[config.mk]
export PLATFORM = sky130hd
export DESIGN_NAME = muldiv_unit
export DESIGN_NICKNAME = d
export VERILOG_FILES = /design/src/rtl/muldiv_pkg.sv /design/src/rtl/muldiv_step.sv /design/src/rtl/muldiv_unit.sv
export SDC_FILE = /design/constraint.sdc
export NUM_CORES = 1
export LEC_CHECK = 0
export CAP_MARGIN = 20
export CORE_MARGIN = 3
export CORE_UTILIZATION = 24
export DETAILED_ROUTE_END_ITERATION = 16
export GPL_ROUTABILITY_DRIVEN = 0
export PLACE_DENSITY = 0.4
export SLEW_MARGIN = 20
export SYNTH_ARGS = -nofsm -noshare
export SYNTH_HDL_FRONTEND = slang
export SYNTH_SLANG_ARGS = --single-unit
[constraint.sdc]
create_clock -name clk -period 8.8 [get_ports clk]
set_clock_uncertainty 0.1 [all_clocks]
set_input_delay 0.88 -clock clk [delete_from_list [all_inputs] [get_ports clk]]
set_output_delay 0.88 -clock clk [all_outputs]
set_load 0.005 [all_outputs]
[src/rtl/muldiv_pkg.sv]
// Shared definitions for the iterative multiply/divide unit:
// operation encodings, FSM state codes and the default operand width.
package muldiv_pkg;

    localparam int unsigned DEFAULT_WIDTH = 32;

    // Operation encodings as driven on the op port.
    localparam logic [1:0] OP_MULTU = 2'b00;
    localparam logic [1:0] OP_MULT  = 2'b01;
    localparam logic [1:0] OP_DIVU  = 2'b10;
    localparam logic [1:0] OP_DIV   = 2'b11;

    // FSM state codes.
    localparam logic [1:0] ST_IDLE = 2'd0;
    localparam logic [1:0] ST_CALC = 2'd1;
    localparam logic [1:0] ST_FIX  = 2'd2;

endpackage

[src/rtl/muldiv_step.sv]
// Single-iteration combinational datapath for the multiply/divide unit.
// Computes both candidate next accumulators from the current accumulator
// and the latched operand magnitudes; the caller selects one per operation.
//   acc        current 2*WIDTH accumulator
//   mcand      multiplicand magnitude (shift-add)
//   divisor    divisor magnitude (restoring division)
//   mul_acc_c  accumulator after one shift-add step
//   div_acc_c  accumulator after one trial-subtract-and-shift step
module muldiv_step
    import muldiv_pkg::*;
#(
    parameter int unsigned WIDTH = DEFAULT_WIDTH
) (
    input  logic [2*WIDTH-1:0] acc,
    input  logic [WIDTH-1:0]   mcand,
    input  logic [WIDTH-1:0]   divisor,
    output logic [2*WIDTH-1:0] mul_acc_c,
    output logic [2*WIDTH-1:0] div_acc_c
);

    logic [WIDTH:0] mul_sum;
    logic [WIDTH:0] partial;
    logic [WIDTH:0] trial;

    // Shift-add: acc = {product_hi, multiplier_remaining}; add on LSB then shift right
    // keeping the carry so the upper half never overflows.
    always_comb begin
        mul_sum   = {1'b0, acc[2*WIDTH-1:WIDTH]}
                  + (acc[0] ? {1'b0, mcand} : {(WIDTH+1){1'b0}});
        mul_acc_c = {mul_sum, acc[WIDTH-1:1]};
    end

    // Restoring division: acc = {remainder, dividend_remaining/quotient}.
    // Partial remainder is the shifted remainder with the next dividend bit; the
    // trial subtraction's borrow bit decides whether it is kept.
    always_comb begin
        partial = acc[2*WIDTH-1:WIDTH-1];
        trial   = partial - {1'b0, divisor};
        if (!trial[WIDTH]) begin
            div_acc_c = {trial[WIDTH-1:0], acc[WIDTH-2:0], 1'b1};
        end else begin
            div_acc_c = {partial[WIDTH-1:0], acc[WIDTH-2:0], 1'b0};
        end
    end

endmodule

[src/rtl/muldiv_unit.sv]
// Iterative MULT/MULTU/DIV/DIVU unit with architectural HI/LO registers.
// One bit is resolved per cycle (WIDTH cycles in CALC) followed by a single
// FIX cycle that applies signs and commits HI/LO.
//   clk, rst_n   clock and asynchronous active-low reset
//   start, op    launch an operation (sampled only in IDLE)
//   operand_a/b  multiplicand/dividend and multiplier/divisor; operand_a is
//                also the MTHI/MTLO data
//   mthi, mtlo   direct writes of operand_a into HI/LO while idle
//   busy, done   operation in progress / one-cycle completion pulse
//   div_by_zero  divide with zero divisor, valid with done
//   hi, lo       HI/LO registers
module muldiv_unit
    import muldiv_pkg::*;
#(
    parameter int unsigned WIDTH = DEFAULT_WIDTH
) (
    input  logic             clk,
    input  logic             rst_n,
    input  logic             start,
    input  logic [1:0]       op,
    input  logic [WIDTH-1:0] operand_a,
    input  logic [WIDTH-1:0] operand_b,
    input  logic             mthi,
    input  logic             mtlo,
    output logic             busy,
    output logic             done,
    output logic             div_by_zero,
    output logic [WIDTH-1:0] hi,
    output logic [WIDTH-1:0] lo
);

    localparam int unsigned CNT_W = $clog2(WIDTH);
    localparam int unsigned ACC_W = 2 * WIDTH;

    logic [1:0]       state_q, state_d;
    logic [CNT_W-1:0] cnt_q, cnt_d;
    logic             busy_d, done_d;

    logic [1:0]       op_q, op_d;
    logic             sign_a_q, sign_a_d;
    logic             sign_b_q, sign_b_d;
    logic [WIDTH-1:0] a_mag_q, a_mag_d;
    logic [WIDTH-1:0] b_mag_q, b_mag_d;
    logic [ACC_W-1:0] acc_q, acc_d;
    logic [WIDTH-1:0] hi_d, lo_d;
    logic             dbz_d;

    logic             in_is_div_c, in_is_signed_c;
    logic             a_neg_c, b_neg_c;
    logic [WIDTH-1:0] a_abs_c, b_abs_c;
    logic             q_is_div_c, sign_diff_c, div_zero_c;
    logic [ACC_W-1:0] prod_fix_c;
    logic [WIDTH-1:0] quo_fix_c, rem_fix_c, orig_a_c;
    logic [ACC_W-1:0] mul_acc_c, div_acc_c;

    muldiv_step #(.WIDTH(WIDTH)) u_step (
        .acc       (acc_q),
        .mcand     (a_mag_q),
        .divisor   (b_mag_q),
        .mul_acc_c (mul_acc_c),
        .div_acc_c (div_acc_c)
    );

    // Operand decode at launch: magnitudes are only taken for signed ops.
    always_comb begin
        in_is_div_c    = (op == OP_DIVU) || (op == OP_DIV);
        in_is_signed_c = (op == OP_MULT) || (op == OP_DIV);
        a_neg_c        = in_is_signed_c & operand_a[WIDTH-1];
        b_neg_c        = in_is_signed_c & operand_b[WIDTH-1];
        a_abs_c        = a_neg_c ? -operand_a : operand_a;
        b_abs_c        = b_neg_c ? -operand_b : operand_b;
    end

    // Sign fix-up of the unsigned-magnitude result; sign flags are zero for
    // unsigned ops so no extra qualification is needed.
    always_comb begin
        q_is_div_c  = (op_q == OP_DIVU) || (op_q == OP_DIV);
        sign_diff_c = sign_a_q ^ sign_b_q;
        div_zero_c  = (b_mag_q == {WIDTH{1'b0}});
        prod_fix_c  = sign_diff_c ? -acc_q : acc_q;
        quo_fix_c   = sign_diff_c ? -acc_q[WIDTH-1:0] : acc_q[WIDTH-1:0];
        rem_fix_c   = sign_a_q ? -acc_q[ACC_W-1:WIDTH] : acc_q[ACC_W-1:WIDTH];
        // Re-signing the dividend magnitude restores the original operand_a.
        orig_a_c    = sign_a_q ? -a_mag_q : a_mag_q;
    end

    // Next-state logic: IDLE -> CALC (WIDTH iterations) -> FIX -> IDLE.
    always_comb begin
        state_d = state_q;
        cnt_d   = cnt_q;
        done_d  = 1'b0;
        busy_d  = 1'b0;
        case (state_q)
            ST_IDLE: begin
                if (start) begin
                    state_d = ST_CALC;
                    cnt_d   = CNT_W'(WIDTH - 1);
                end
            end
            ST_CALC: begin
                if (cnt_q == {CNT_W{1'b0}}) begin
                    state_d = ST_FIX;
                end else begin
                    cnt_d = cnt_q - CNT_W'(1);
                end
            end
            ST_FIX: begin
                state_d = ST_IDLE;
                done_d  = 1'b1;
            end
            default: begin
                state_d = ST_IDLE;
            end
        endcase
        busy_d = (state_d != ST_IDLE);
    end

    // Datapath next values: launch latch, iteration, commit, and MTHI/MTLO.
    always_comb begin
        op_d     = op_q;
        sign_a_d = sign_a_q;
        sign_b_d = sign_b_q;
        a_mag_d  = a_mag_q;
        b_mag_d  = b_mag_q;
        acc_d    = acc_q;
        hi_d     = hi;
        lo_d     = lo;
        dbz_d    = div_by_zero;
        case (state_q)
            ST_IDLE: begin
                if (start) begin
                    op_d     = op;
                    sign_a_d = a_neg_c;
                    sign_b_d = b_neg_c;
                    a_mag_d  = a_abs_c;
                    b_mag_d  = b_abs_c;
                    acc_d    = in_is_div_c ? {{WIDTH{1'b0}}, a_abs_c}
                                           : {{WIDTH{1'b0}}, b_abs_c};
                    dbz_d    = 1'b0;
                end else begin
                    // Moves only when no operation is being launched.
                    if (mthi) hi_d = operand_a;
                    if (mtlo) lo_d = operand_a;
                end
            end
            ST_CALC: begin
                acc_d = q_is_div_c ? div_acc_c : mul_acc_c;
            end
            ST_FIX: begin
                if (!q_is_div_c) begin
                    hi_d  = prod_fix_c[ACC_W-1:WIDTH];
                    lo_d  = prod_fix_c[WIDTH-1:0];
                    dbz_d = 1'b0;
                end else if (div_zero_c) begin
                    hi_d  = orig_a_c;
                    lo_d  = {WIDTH{1'b1}};
                    dbz_d = 1'b1;
                end else begin
                    hi_d  = rem_fix_c;
                    lo_d  = quo_fix_c;
                    dbz_d = 1'b0;
                end
            end
            default: ;
        endcase
    end

    // State and datapath registers.
    always_ff @(posedge clk or negedge rst_n) begin
        if (!rst_n) begin
            state_q     <= ST_IDLE;
            cnt_q       <= '0;
            busy        <= 1'b0;
            done        <= 1'b0;
            op_q        <= OP_MULTU;
            sign_a_q    <= 1'b0;
            sign_b_q    <= 1'b0;
            a_mag_q     <= '0;
            b_mag_q     <= '0;
            acc_q       <= '0;
            hi          <= '0;
            lo          <= '0;
            div_by_zero <= 1'b0;
        end else begin
            state_q     <= state_d;
            cnt_q       <= cnt_d;
            busy        <= busy_d;
            done        <= done_d;
            op_q        <= op_d;
            sign_a_q    <= sign_a_d;
            sign_b_q    <= sign_b_d;
            a_mag_q     <= a_mag_d;
            b_mag_q     <= b_mag_d;
            acc_q       <= acc_d;
            hi          <= hi_d;
            lo          <= lo_d;
            div_by_zero <= dbz_d;
        end
    end

endmodule

* After elaboration in Yosys (flattened, before gate mapping)
Index checks and enable logic that the tools add are counted.
Widths: inputs -> output; s select.
** Storage, ports and cells
- Memory bits (writable) :: 0
- Bits in read-only memories :: 0
- Memories kept :: 0
- Register bits :: 206
- Logic and storage cells :: 85
- Bits in latches :: 0
- Output and inout bits :: 67
** Operators by class
- Add/sub/neg operators :: 9
- Reduce and logical (&&, ||, !) cells :: 15
- Shift-type cells :: 0
- Order comparisons :: 0
- Div/mod/pow operators :: 0
- Muxes and demuxes :: 33
- Bitwise logic cells :: 3
- Multiply operators :: 0
- Equal/unequal tests :: 12
** Operators by type and width (count)
- $mux 32 :: 15
- $mux 64 :: 4
- $neg 32->32 :: 5
- $pmux 32 s2 :: 2
- $pmux 64 s2 :: 1
- $neg 64->64 :: 1
- $add 32x33->33 :: 1
- $sub 33x32->33 :: 1
- $logic_not 32->1 :: 1
- $eq 2x2->1 const B :: 5
- $mux 5 :: 2
- $ne 2x2->1 const B :: 5
- $pmux 5 s2 :: 1
- $reduce_and 3->1 :: 3
- $reduce_and 2->1 :: 3
- $reduce_bool 2->1 :: 3
- $logic_not 5->1 :: 1
- $sub 5x1->5 const B :: 1
- $eq 2x1->1 const B :: 2
- $mux 1 :: 4
- $mux 2 :: 2
- $pmux 2 s2 :: 1
- $logic_or 1x1->1 :: 3
- $and 1x1->1 :: 2
- 3 further kinds :: 3

* Logic depth before layout (Yosys ltp)
- Word-level depth :: 7
- Mapped depth :: 16

* By module
A second synthesis with hierarchy kept.
** Unflattened totals
- Cell total of the unflattened synthesis :: 2360
- Area total of the unflattened synthesis :: 18452.7 um^2
** By module, submodules not included
- muldiv_unit :: area each 14012.2 um^2, times used 1, sequential area each 5129.9 um^2, cells an instance 1696
- muldiv_step :: area each 4440.5 um^2, times used 1, sequential area each 0.0 um^2, cells an instance 664

* Worst setup path before layout
Ideal clock, no wire load.
- Kind :: reg2reg
- Start point :: register acc_q[0]
- End point :: register acc_q[62]
- Arrival :: 3.140 ns
- Buffers on the path :: 2
- Path slack :: 5.437 ns
- Stages on the path, launching flop included :: 15
- Cell sequence :: dfrtp_1 clkbuf_1 clkbuf_1 and2_1 ha_1 o21a_1 o211ai_1 a311oi_1 nor3_1 o31ai_1 a31oi_1 o21ai_0 a211oi_1 mux2i_1 a211o_1
** Between the ends
- Cells in the longest elaborated chain, start to end :: 4
** Ends and longest elaborated chain
- from (decl) :: line muldiv_unit.sv:44 : logic [ACC_W-1:0] acc_q, acc_d;
- from (signal assigned) :: line muldiv_unit.sv:180 : acc_q <= '0;
- from (signal assigned) :: line muldiv_unit.sv:194 : acc_q <= acc_d;
- $mux 32 :: line muldiv_step.sv:29 : + (acc[0] ? {1'b0, mcand} : {(WIDTH+1){1'b0}});
- $add 32x33->33 :: line muldiv_step.sv:29
- $mux 64 :: line muldiv_unit.sv:147 : acc_d = q_is_div_c ? div_acc_c : mul_acc_c;
- $pmux 64 s2 :: line muldiv_unit.sv:129 : case (state_q)
Every way passes these cells.
A chain may end at the register's enable or synchronous reset.

* Final worst setup path
- Start point :: register acc_q[0]
- End point :: register acc_q[58]
Same word-level chain as after synthesis.

==> flow_summary.json <==
{
  "status": "completed",
  "yosysSeqAreaShare_pct": 29.9,
  "grt_pass1_vias": 16689,
  "fin_setup_tns_ps": 0,
  "synthTopCellsByArea": "dfrtp_1, o21ai_0, xnor2_1",
  "critPathRequiredTime_ps": 9150,
  "met2_usage_pct": 30.1,
  "slew_headroom_pct": 21.0,
  "clk_pin_slew_worst_paths_ps": 70,
  "seqPwrFrac_pct": 25.6,
  "reg2reg_depth": 13,
  "first_pass_iters": 5,
  "hold_buffers": 0,
  "synth_area_sq_mm": 0.0172,
  "grt_max_degree": 120,
  "r2r_slack_ps": 4240,
  "grt_pass1_wl_um": 112000,
  "crit_fanout": 36,
  "finalCritPeriodShare_pct": 51.9,
  "yosysTopAreaCellShare_pct": 29.9,
  "io_pins": 138,
  "synth-edff-count": 0,
  "cts_tree": "built",
  "dieHeight_um": 274,
  "cp-start-kind": "flip-flop",
  "vias": 16908,
  "hold_class": "in2async",
  "cap_violations": 0,
  "p_leak_nw": 8.27,
  "post_drt_wl_per_cell_um": 23.6,
  "root_buffer": "clkbuf_16",
  "overflow": 0,
  "ir_drop_v": 0.000260,
  "rsz0062_at_grt": "no",
  "drcViolationCount": 0,
  "power_switching_mw": 4.37,
  "synth_cell_type_count": 72,
  "grtUsageMet3_pct": 4.51,
  "netlist_instances": 2217,
  "clock_latency_ps": 580,
  "std_cell_rows": 97,
  "vias_per_cell": 5.24,
  "grt_antenna_before_repair": 4,
  "port_buffers": 137,
  "grt_use_total_pct": 19.9,
  "finalCriticalPeriod_ps": 4560,
  "pwr_density_cell_mw_per_mm2": 427,
  "arrival_ps": 4910,
  "numCtsBuffers": 28,
  "finalHoldViolCount": 0,
  "cts_sinks": 205,
  "fillCellCount": 7617,
  "max_freq_mhz": 219,
  "grt.busiest_layer": "met2",
  "internal-power_mw": 4.37,
  "final_nets": 2404,
  "synthArstFlopShare_pct": 100,
  "start_util_pct": 24.4,
  "dr.first_iter.drc_count": 1400,
  "ant_nets": 0,
  "synth_top_cell_by_area": "dfrtp_1",
  "yosysWarnings": 0,
  "ys_seq_elements": 205,
  "final_max_slew_viol_count": 0,
  "core_sq_mm": 0.0705,
  "finalSetupViolCount": 0,
  "worstReg2RegEnd": "acc_q[58]$_DFFE_PN0P_",
  "syn_nets": 2360,
  "area_growth_pct": 19.0,
  "die_area_sq_mm": 0.0748,
  "clockBufferDepth": 3,
  "end_kind": "flip-flop",
  "ys.flop_type": "dfrtp_1",
  "clock_power_share_pct": 13.9,
  "post_cts_resized": 0,
  "post-cts-setup-buffers": 0,
  "r2r_start": "acc_q[0]$_DFFE_PN0P_",
  "post-dp-hpwl_um": 58900,
  "syn_avg_cell_area_sq_um": 7.75,
  "htree_levels": 1,
  "p_sw_share_pct": 50.0,
  "power.total_mw": 8.74,
  "tightest_slew_ps": 1180,
  "met1_usage_pct": 27.7,
  "routed_wl_um": 76300,
  "critPathKind": "reg2reg",
  "die_x_um": 274,
  "drive_gt1_share_pct": 5.17,
  "pwr-share-comb_pct": 60.4
}
worst max-delay path by stage:
stage                                     from               endpoint  slack [ps]  cells past startpoint
after global routing      acc_q[0]$_DFFE_PN0P_  acc_q[59]$_DFFE_PN0P_        3740                     15
after global placement            operand_a[3]  acc_q[31]$_DFFE_PN0P_        4270                     12
after floorplan           acc_q[0]$_DFFE_PN0P_  acc_q[62]$_DFFE_PN0P_        5440                     14
after detailed placement          operand_a[3]  acc_q[31]$_DFFE_PN0P_        4210                     12
final                     acc_q[0]$_DFFE_PN0P_  acc_q[58]$_DFFE_PN0P_        4240                     13
after CTS                 acc_q[0]$_DFFE_PN0P_  acc_q[59]$_DFFE_PN0P_        4210                     15
registers in the layout (all words and copies together), names as in the netlist:
| name | count |
|---|---|
| sign_b_q | 1 |
| busy | 1 |
| b_mag_q | 32 |
| hi | 32 |
| lo | 32 |
| a_mag_q | 32 |
| acc_q | 64 |
| cnt_q | 5 |
| state_q | 2 |
| div_by_zero | 1 |
| done | 1 |
| sign_a_q | 1 |
| op_q | 1 |
cell usage after synthesis, types with 5 or more instances:
master    count
nand2_1     275
o21ai_0     242
dfrtp_1     205
a21oi_1     191
nor2_1      181
clkbuf_1    132
xnor2_1     132
xor2_1      105
ha_1         70
inv_1        70
mux2i_1      54
and2_1       41
nor3_1       37
a21o_1       36
o31ai_1      34
a31oi_1      30
a22oi_1      29
nand3_1      29
nand2b_1     27
nor4_1       25
or3_1        25
o211ai_1     23
or4_1        19
nand4_1      17
nor2b_1      16
o41ai_1      16
o22a_1       15
buf_1        14
a211oi_1     10
and3_1        9
o221ai_1      9
or2_2         8
a221oi_1      6
o21a_1        6
o21bai_1      6
o21ai_1       5
o22ai_1       5
critical path: stages (launching register included):
cell and delay (ps):
dfrtp_1 1000, inv_1 160, nor2_1 180, ha_1 200, a21o_1 140, nand4_1 190, a311oi_1 280, nor3_1 130
o31ai_1 640, a31oi_1 340, o21ai_0 500, a21boi_0 200, xor2_1 210, o221ai_1 140
metrics by stage:
stage / instance area (sq um) / cells / hold slack (ps) / utilization (%) / setup WS [ps]
3_5_place_dp: 19400 / 3171 / 374 / 27.6 / 4210
2_1_floorplan: 17200 / 2217 / 361 / - / 5440
6_report: 20400 / 3226 / 214 / 29.0 / 4240
3_3_place_gp: 19400 / 3171 / 365 / 27.6 / 4270
4_1_cts: 20400 / 3223 / 242 / 29.0 / 4210
5_1_grt: 20400 / 3223 / 279 / 29.0 / 3740
power by group through the flow:
| stage | sequential, mW | clock [mW] | combinational, mW |
|---|---|---|---|
| after floorplan | 1.77 | 0 | 3.82 |
| after global placement | 2.24 | 0 | 5.25 |
| after detailed placement | 2.25 | 0 | 5.25 |
| after CTS | 2.24 | 1.25 | 5.28 |
| after global routing | 2.31 | 1.29 | 5.86 |
| final | 2.24 | 1.22 | 5.28 |
cell type report:
cell class	count	area (sq um)	share of cell area, %
sequential	205	5130	25.1
antenna	3	7.51	0.0367
timing repair buffer	163	1580	7.71
tap	940	1180	5.75
inverter	72	270	1.32
multi-input combinational	1791	11300	55.3
clock buffer	39	853	4.17
clock inverter	13	128	0.624
cells by family (layout without fill, tap and decap cells):
kind of cell	after synthesis	count (layout)	synth area share, %
multiplexers	57	57	3.41
AO/OA/AOI/OAI	700	700	24.7
XOR/XNOR	237	237	12.1
adder cells (fa/ha/maj)	72	72	5.33
other	0	3	0
buffers and inverters	221	287	4.85
AND/OR/NAND/NOR	725	725	19.8
flip-flops	205	205	29.9
layer usage:
layer  vias to the layer above  share of wire, %
li1                       7992                 -
met1                      8287                46
met2                       503                43
met3                       124               6.8
met5                         -             0.025
met4                         2               3.9
cell usage in the layout, fill, tap and decap left out, types with 10 or more instances in the layout:
cell type | synthesis | routed
dfrtp_1 | 205 | 203
inv_1 | 70 | 70
or3_1 | 25 | 24
nor3_1 | 37 | 36
a31oi_1 | 30 | 30
or4_1 | 19 | 19
nor2b_1 | 16 | 15
o41ai_1 | 16 | 16
clkdlybuf4s50_1 | 0 | 136
o21ai_0 | 242 | 242
a21o_1 | 36 | 36
a22oi_1 | 29 | 29
nor4_1 | 25 | 25
a21oi_1 | 191 | 191
xnor2_1 | 132 | 130
nor2_1 | 181 | 178
o31ai_1 | 34 | 34
xor2_1 | 105 | 103
nand2_1 | 275 | 275
a211oi_1 | 10 | 10
and2_1 | 41 | 41
nand3_1 | 29 | 29
ha_1 | 70 | 70
nand4_1 | 17 | 17
o211ai_1 | 23 | 23
mux2i_1 | 54 | 54
clkbuf_16 | 0 | 29
buf_4 | 0 | 25
o22a_1 | 15 | 15
nand2b_1 | 27 | 25
Note: power is estimated with default switching activity, not from simulation.
